$ cat config.mk
export PLATFORM = sky130hd
export DESIGN_NAME = trace_scorer
export DESIGN_NICKNAME = d
export VERILOG_FILES = /design/src/rtl/trace_scorer.sv
export SDC_FILE = /design/constraint.sdc
export NUM_CORES = 1
export LEC_CHECK = 0
export ABC_AREA = 1
export CORE_ASPECT_RATIO = 1.5
export CORE_MARGIN = 4
export CORE_UTILIZATION = 30
export DETAILED_ROUTE_END_ITERATION = 8
export HOLD_SLACK_MARGIN = 0.08
export SETUP_SLACK_MARGIN = 0.15
export SLEW_MARGIN = 5
export SYNTH_ARGS = -nofsm -noshare
export SYNTH_HDL_FRONTEND = slang
export SYNTH_SLANG_ARGS = --single-unit
$ cat constraint.sdc
create_clock -name clk -period 11.3 [get_ports clk]
set_input_delay 3.39 -clock clk [delete_from_list [all_inputs] [get_ports clk]]
set_output_delay 3.39 -clock clk [all_outputs]
set_load 0.005 [all_outputs]
$ cat src/rtl/trace_scorer.sv
// trace_scorer: runs one tracing round per start pulse and scores it.
//   A round latches its target boxes, asks the grid stage to clear its
//   trace, then waits until every target box is traced or the timer runs
//   out. The round is then scored and the outcome is held for display.
// Ports:
//   clk, rst_n              clock, async active-low reset
//   i_start                 one-cycle new-round request (honoured in IDLE only)
//   i_score_clear           synchronous clear of the accumulated score
//   i_displayed_trace[15:0] target boxes, latched on the start cycle
//   i_already_traced[15:0]  boxes traced so far, from the grid stage
//   i_snitch_location[15:0] one-hot snitch box (bonus build only)
//   o_reset_trace           one-cycle pulse: grid stage clears its trace
//   o_round_done            one-cycle pulse after a round is scored
//   o_result[1:0]           last outcome: 0 none, 1 perfect, 2 sloppy, 3 timeout
//   o_score[7:0]            accumulated score, saturating at 255
//   o_hits[4:0]             traced target boxes, registered
//   o_misses[4:0]           traced non-target boxes, registered
//   o_busy                  high whenever a round is in progress or held
// Build option: TRACE_SCORER_SNITCH_BONUS_EN makes a perfect round that
//   traced the snitch box worth 15 points instead of 10.
module trace_scorer #(
  parameter logic [31:0] ROUND_TICKS = 32'd250000000,
  parameter logic [31:0] HOLD_TICKS  = 32'd50000000
) (
  input  logic        clk,
  input  logic        rst_n,
  input  logic        i_start,
  input  logic        i_score_clear,
  input  logic [15:0] i_displayed_trace,
  input  logic [15:0] i_already_traced,
  input  logic [15:0] i_snitch_location,
  output logic        o_reset_trace,
  output logic        o_round_done,
  output logic [1:0]  o_result,
  output logic [7:0]  o_score,
  output logic [4:0]  o_hits,
  output logic [4:0]  o_misses,
  output logic        o_busy
);

  typedef enum logic [2:0] {
    S_IDLE,
    S_CLEAR,
    S_TRACING,
    S_SCORE,
    S_HOLD
  } state_t;

  localparam logic [1:0] RES_PERFECT = 2'd1;
  localparam logic [1:0] RES_SLOPPY  = 2'd2;
  localparam logic [1:0] RES_TIMEOUT = 2'd3;

  state_t      r_state;
  logic [31:0] r_timer;
  logic [15:0] r_target;
  logic        r_timeout;
  logic        r_reset_trace;
  logic        r_round_done;
  logic [1:0]  r_result;
  logic [7:0]  r_score;
  logic [4:0]  r_hits;
  logic [4:0]  r_misses;
  logic        r_busy;

  function automatic logic [4:0] popcount16(input logic [15:0] v);
    logic [4:0] c;
    c = '0;
    for (int i = 0; i < 16; i++) c = c + 5'(v[i]);
    return c;
  endfunction

  logic [4:0] w_hits_now;
  logic [4:0] w_misses_now;
  logic       w_complete;
  logic [7:0] w_perfect_pts;
  logic [7:0] w_points;
  logic [1:0] w_result;
  logic [8:0] w_sum;
  logic [7:0] w_score_next;

  assign w_hits_now   = popcount16(i_already_traced & r_target);
  assign w_misses_now = popcount16(i_already_traced & ~r_target);
  assign w_complete   = ((i_already_traced & r_target) == r_target);

`ifdef TRACE_SCORER_SNITCH_BONUS_EN
  // Snitch bonus is judged on the trace as it stands in the SCORE cycle.
  assign w_perfect_pts = (|(i_already_traced & i_snitch_location)) ? 8'd15 : 8'd10;
`else
  logic w_unused_snitch;
  assign w_unused_snitch = ^i_snitch_location;
  assign w_perfect_pts   = 8'd10;
`endif

  // Outcome of the round being scored; misses were registered on the exit edge of TRACING.
  always_comb begin
    w_result = RES_TIMEOUT;
    w_points = 8'd0;
    if (!r_timeout) begin
      if (r_misses == 5'd0) begin
        w_result = RES_PERFECT;
        w_points = w_perfect_pts;
      end else begin
        w_result = RES_SLOPPY;
        w_points = 8'd5;
      end
    end
  end

  assign w_sum        = 9'(r_score) + 9'(w_points);
  assign w_score_next = w_sum[8] ? 8'hFF : w_sum[7:0];

  // Round sequencer with all outputs registered.
  always_ff @(posedge clk or negedge rst_n) begin
    if (!rst_n) begin
      r_state       <= S_IDLE;
      r_timer       <= '0;
      r_target      <= '0;
      r_timeout     <= 1'b0;
      r_reset_trace <= 1'b0;
      r_round_done  <= 1'b0;
      r_result      <= '0;
      r_score       <= '0;
      r_hits        <= '0;
      r_misses      <= '0;
      r_busy        <= 1'b0;
    end else begin
      r_reset_trace <= 1'b0;
      r_round_done  <= 1'b0;
      case (r_state)
        S_IDLE: begin
          if (i_start) begin
            r_target      <= i_displayed_trace;
            r_reset_trace <= 1'b1;
            r_busy        <= 1'b1;
            r_state       <= S_CLEAR;
          end
        end
        S_CLEAR: begin
          // An empty target can never be completed; score it as a timeout.
          if (r_target == 16'd0) begin
            r_timeout <= 1'b1;
            r_state   <= S_SCORE;
          end else if (i_already_traced == 16'd0) begin
            r_timer <= ROUND_TICKS - 32'd1;
            r_state <= S_TRACING;
          end
        end
        S_TRACING: begin
          r_hits   <= w_hits_now;
          r_misses <= w_misses_now;
          if (w_complete) begin
            r_timeout <= 1'b0;
            r_state   <= S_SCORE;
          end else if (r_timer == 32'd0) begin
            r_timeout <= 1'b1;
            r_state   <= S_SCORE;
          end else begin
            r_timer <= r_timer - 32'd1;
          end
        end
        S_SCORE: begin
          r_round_done <= 1'b1;
          r_result     <= w_result;
          r_score      <= w_score_next;
          r_timer      <= HOLD_TICKS - 32'd1;
          r_state      <= S_HOLD;
        end
        S_HOLD: begin
          if (r_timer == 32'd0) begin
            r_busy  <= 1'b0;
            r_state <= S_IDLE;
          end else begin
            r_timer <= r_timer - 32'd1;
          end
        end
        default: begin
          r_busy  <= 1'b0;
          r_state <= S_IDLE;
        end
      endcase
      // Placed last so a clear overrides points being added in SCORE.
      if (i_score_clear) r_score <= '0;
    end
  end

  assign o_reset_trace = r_reset_trace;
  assign o_round_done  = r_round_done;
  assign o_result      = r_result;
  assign o_score       = r_score;
  assign o_hits        = r_hits;
  assign o_misses      = r_misses;
  assign o_busy        = r_busy;

endmodule

* After elaboration in Yosys (flattened, before gate mapping) *
Cells that the tools add are included.

word-level totals
  input port bits = 52
  word-level logic and storage cells = 103
  output and inout bits = 23
  register bits = 75

cells by class
  mux-type cells = 29
  bitwise logic cells = 4
  $add $sub $neg = 32
  reduce and logical (&&, ||, !) cells = 14
  eq/ne operators = 13

operator list
  operator                                              count
  2-to-1 mux 32 bit                                     4
  one-hot mux 32 bit (4 select lines)                   1
  adder 5 x 1 -> 5 bit                                  22
  bitwise AND 16 bit                                    2
  logical NOT 16 bit                                    2
  logical NOT 32 bit                                    1
  2-to-1 mux 8 bit                                      4
  subtractor 32 x 1 -> 32 bit (second input constant)   1
  2-to-1 mux 3 bit                                      6
  equality test 16 bit                                  1
  inverter 16 bit                                       1
  one-hot mux 3 bit (5 select lines)                    1
  != test 2 bit (second input constant)                 6
  adder 4 x 1 -> 5 bit                                  2
  adder 8 x 8 -> 9 bit                                  1
  adder 3 x 1 -> 4 bit                                  2
  2-to-1 mux 1 bit                                      8
  AND reduction 4 bit                                   2
  adder 2 x 1 -> 3 bit                                  2
  equality test 3 x 2 -> 1 bit (second input constant)  2
  != test 3 bit (second input constant)                 2
  AND reduction 3 bit                                   2
  logical NOT 5 bit                                     1
  adder 1 x 1 -> 2 bit                                  2
  other kinds (12)                                      14

* Logic depth before layout (Yosys ltp) *
  depth in word-level cells = 17
  depth in mapped cells = 16
  depth with buffers taken out = 16

* Worst setup path before layout *
Ideal clock, no wire load.

  kind = input -> register
  from = in i_already_traced[0]
  to = reg r_misses[2], in the netlist o_misses[2]
  required time = 11217 ps
  path buffers = 0
  stages on the path = 12
  arrival = 6701 ps
  setup time = 83 ps
  setup slack = 4516 ps
  cells stage by stage = inv_1 > or2_2 > fa_1 > fa_1 > fa_1 > inv_1 > fa_1 > ha_1 > inv_1 > fa_1 > xor2_1 > o21ai_0

on the way
  word-level cells in the longest chain between the ends = 16

ends and longest elaborated chain
  item                                 line  RTL
  start, declared                      30    input logic [15:0] i_already_traced,
  bitwise AND 16 bit                   82    assign w_misses_now = popcount16(i_already_traced & ~r_target);
  adder 1 x 1 -> 2 bit                 68    for (int i = 0; i < 16; i++) c = c + 5'(v[i]);
  adder 2 x 1 -> 3 bit                 68
  adder 3 x 1 -> 4 bit                 68
  adder 4 x 1 -> 5 bit                 68
  adder 5 x 1 -> 5 bit (11 in series)  68
  end signal, assigned                 150   r_misses <= w_misses_now;
  end, declared                        62    logic [4:0] r_misses;

No other way between the ends.
A chain may end at the register's enable or synchronous reset.

* Final worst setup path *
Ends and elaborated chain as after synthesis.

==> results.cfg <==
[run_status]
status = finished clean

[sta]
setup_viol = 0
finalMaxSlewViolations = 0
post-route-min-period_ps = 7240
grt_setup_unrepaired = no
hold-worst-slack_ps = 484
timing_worst_slew_pin_value_ps = 1000
layout_worst_path_cycle_share_pct = 64.1
timing_hold_violations_final = 0
timing.setup.tns_ps = 0
worst_slew_margin_rel_pct = 33.3
final_critical_path_setup_slack_ps = 4060
clock_skew_ps = 7.93
fmax_ghz = 0.138

[floorplan]
dieHeight_um = 172
initial_utilization_pct = 30.7
design.die.area_um2 = 20100
placeableCoreArea_um2 = 17500
floorplan.die.width_um = 117
boundaryPins = 75
placementRows = 59

[grt]
grt_overflow_total = 0
number_of_antenna_violations_at_the_first_check_in_global_routing = 0
first_global_vias = 5125
grt_first_pass_wirelength_um = 23900
track_usage_pct = 15.0
grt_start_max_net_pins = 76

[power_and_ir_drop]
cellLeakagePower_nw = 3.31
vdd.ir_drop.worst_mv = 0.0779
power_density_nw_per_um2 = 112
post-layout-total-power_uw = 726

[logic_synthesis]
synth_area_per_cell_um2 = 6.85
synth.net_count = 872
synth_top_family_by_area = simple AND/OR/NAND/NOR gates
synthDistinctLibCells = 33
synth-edff-count = 0
yosys.area_share.xor_xnor_pct = 2.77
muxShareOfSynthArea_pct = 0
synthSimpleGateAreaFrac_pct = 37.2
fraction_of_the_mapped_netlist_area_in_adder_cells_pct = 11.3
synth-compound-area-share_pct = 5.69
yosys_warnings = 0
synth_seq_cells = 75
syn-instance-count = 784
synth_top_flop_cell = sky130_fd_sc_hd__dfrtp_1
ys_async_sr_fraction_pct = 100
synth_sequential_area_ratio_pct = 35.0
synth_area_um2 = 5370

[detailed_routing]
routed_wirelength_um = 13900
routed-via-count = 4876
viasPerCell = 4.62
drt_pass1_iterations = 4
final_antenna_net_count = 0
drt-initial-drc-count = 145
wl_per_cell_um = 13.1
drcViolationCount = 0

[finish]
final_cell_area_um2 = 6470
final_cells = 1056
areaGrowthSynthToFinish_pct = 20.5
final_nets = 926
diodes = 0
core_occupancy_in_the_finished_layout_pct = 37.0
drive_gt1_share_pct = 4.51

[clocking]
cts_inserted_buffers = 9
htree_num_levels = 3
cts_tree = built
clk_root_buffer_cell = sky130_fd_sc_hd__clkbuf_16
cts.clk_slew.worst_paths_ps = 60
clock_sinks = 75
clk-insertion-delay-late_ps = 340
cts.hold.buffers_added = 0
postCtsSetupBuffers = 0
number_of_instances_resized_during_post_cts_repair = 0
cts.path.max_buffers = 2

[place]
placement.setup.worst_slack_ps = 3740
dpl_cells = 1040
gpl.final_weighted_congestion = 0.917
placed_cell_area_um2 = 6120
numPortBuffers = 58
dp.final_hpwl_um = 10600

[setup_path]
path_class = in2reg
worst_setup_path_end_kind = flop
cp-start-kind = primary input
cp_data_arrival_time_ps = 7480
timing.critical_path.required_ps = 11540
cp_max_fo = 3
worst_r2r_path_depth = 11

[worst_hold_path]
hold_path.class = reg2reg
timing.hold.worst_path_depth = 2

[run]
cap_viol_max_count = 0
-- per-layer routing --
| metal | share of wire (%) | vias up | routed length (um) | GRT usage [%] |
|---|---|---|---|---|
| li1 | - | 2511 | - | - |
| met4 | 3.3 | 0 | 458 | 5.94 |
| met1 | 38 | 2237 | 5280 | 15.5 |
| met2 | 55 | 100 | 7660 | 28.9 |
| met3 | 3.4 | 28 | 465 | 2.57 |
| met5 | 0 | - | 0 | 0 |
-- worst paths after layout --
check                                    start            to  slack, ps
hold reg to reg                      o_hits[1]     o_hits[1]        480
min in group asynchronous                rst_n    o_score[7]       3230
setup reg to reg                   r_target[0]   o_misses[2]       7210
setup / recovery           i_already_traced[0]   o_misses[2]       4060
hold / removal                       o_hits[1]     o_hits[1]        480
max in group asynchronous                rst_n  r_target[15]       7430
-- worst max-delay path, cell delays in order --
cell and delay [ps]:
sky130_fd_sc_hd__clkdlybuf4s50_1 490, sky130_fd_sc_hd__inv_1 50, sky130_fd_sc_hd__or2_2 280, sky130_fd_sc_hd__fa_1 550, sky130_fd_sc_hd__fa_1 530, sky130_fd_sc_hd__fa_1 550, sky130_fd_sc_hd__inv_1 60, sky130_fd_sc_hd__fa_1 540
sky130_fd_sc_hd__ha_1 160, sky130_fd_sc_hd__inv_1 50, sky130_fd_sc_hd__fa_1 410, sky130_fd_sc_hd__xor2_1 190, sky130_fd_sc_hd__o21ai_0 210
-- flip-flops by register name, indices dropped and copies added (netlist names), 2 cells and up --
register / cells
r_state: 3
o_hits: 5
o_result: 2
o_misses: 5
r_timer: 32
o_score: 8
r_target: 16
-- cell families (layout without fill, tap and decap cells) --
kind of cell	count (synthesis)	count (layout)
AOI/OAI and AO/OA	55	55
xor gates and xnor gates	17	17
adders and majority gates	36	36
buffers and inverters	106	165
DFF	75	75
and+or+nand+nor	495	495
-- synth_stat cells, drive strengths merged, types with 6 or more instances --
| cell | count | area share (%) |
|---|---|---|
| ha | 15 | 3.5 |
| or2 | 9 | 1.0 |
| clkbuf | 8 | 0.56 |
| buf | 8 | 1.2 |
| nand3 | 38 | 3.6 |
| inv | 90 | 6.3 |
| xnor2 | 6 | 0.98 |
| o21bai | 7 | 0.98 |
| a21oi | 12 | 1.2 |
| dfrtp | 75 | 35 |
| nor2 | 118 | 8.7 |
| o21ai | 32 | 3.0 |
| xor2 | 11 | 1.8 |
| nand2 | 318 | 22 |
| fa | 21 | 7.8 |
-- where the power goes --
part | internal [mW] | total, mW | switching, mW
sequential | 0.277 | 0.286 | 0.00882
combinational | 0.0522 | 0.103 | 0.0511
clock | 0.216 | 0.337 | 0.121
-- placed cells by master (no fill, tap or decap), drive strengths merged, types with 2 or more instances in the layout --
master,Yosys,layout
dfrtp,75,75
o21bai,7,7
bufinv,0,3
a21oi,12,12
nand3,38,38
buf,8,2
clkbuf,8,10
clkdlybuf4s50,0,57
xor2,11,11
fa,21,21
nor3,5,5
nand2,318,318
o21ai,32,32
nor2,118,118
clkinvlp,0,2
nand4,5,5
ha,15,15
inv,90,90
or2,9,9
xnor2,6,6
-- area by class of cell --
cell class / instances / area, um^2
fillers: 1823 / 11000
repair buffers: 59 / 586
inverters: 90 / 338
multi-input cells: 603 / 3060
clock buffers: 10 / 229
flip-flops and latches: 75 / 1880
well taps: 213 / 267
clock inverters: 6 / 114
No activity file was read; power rests on OpenSTA's default activity.
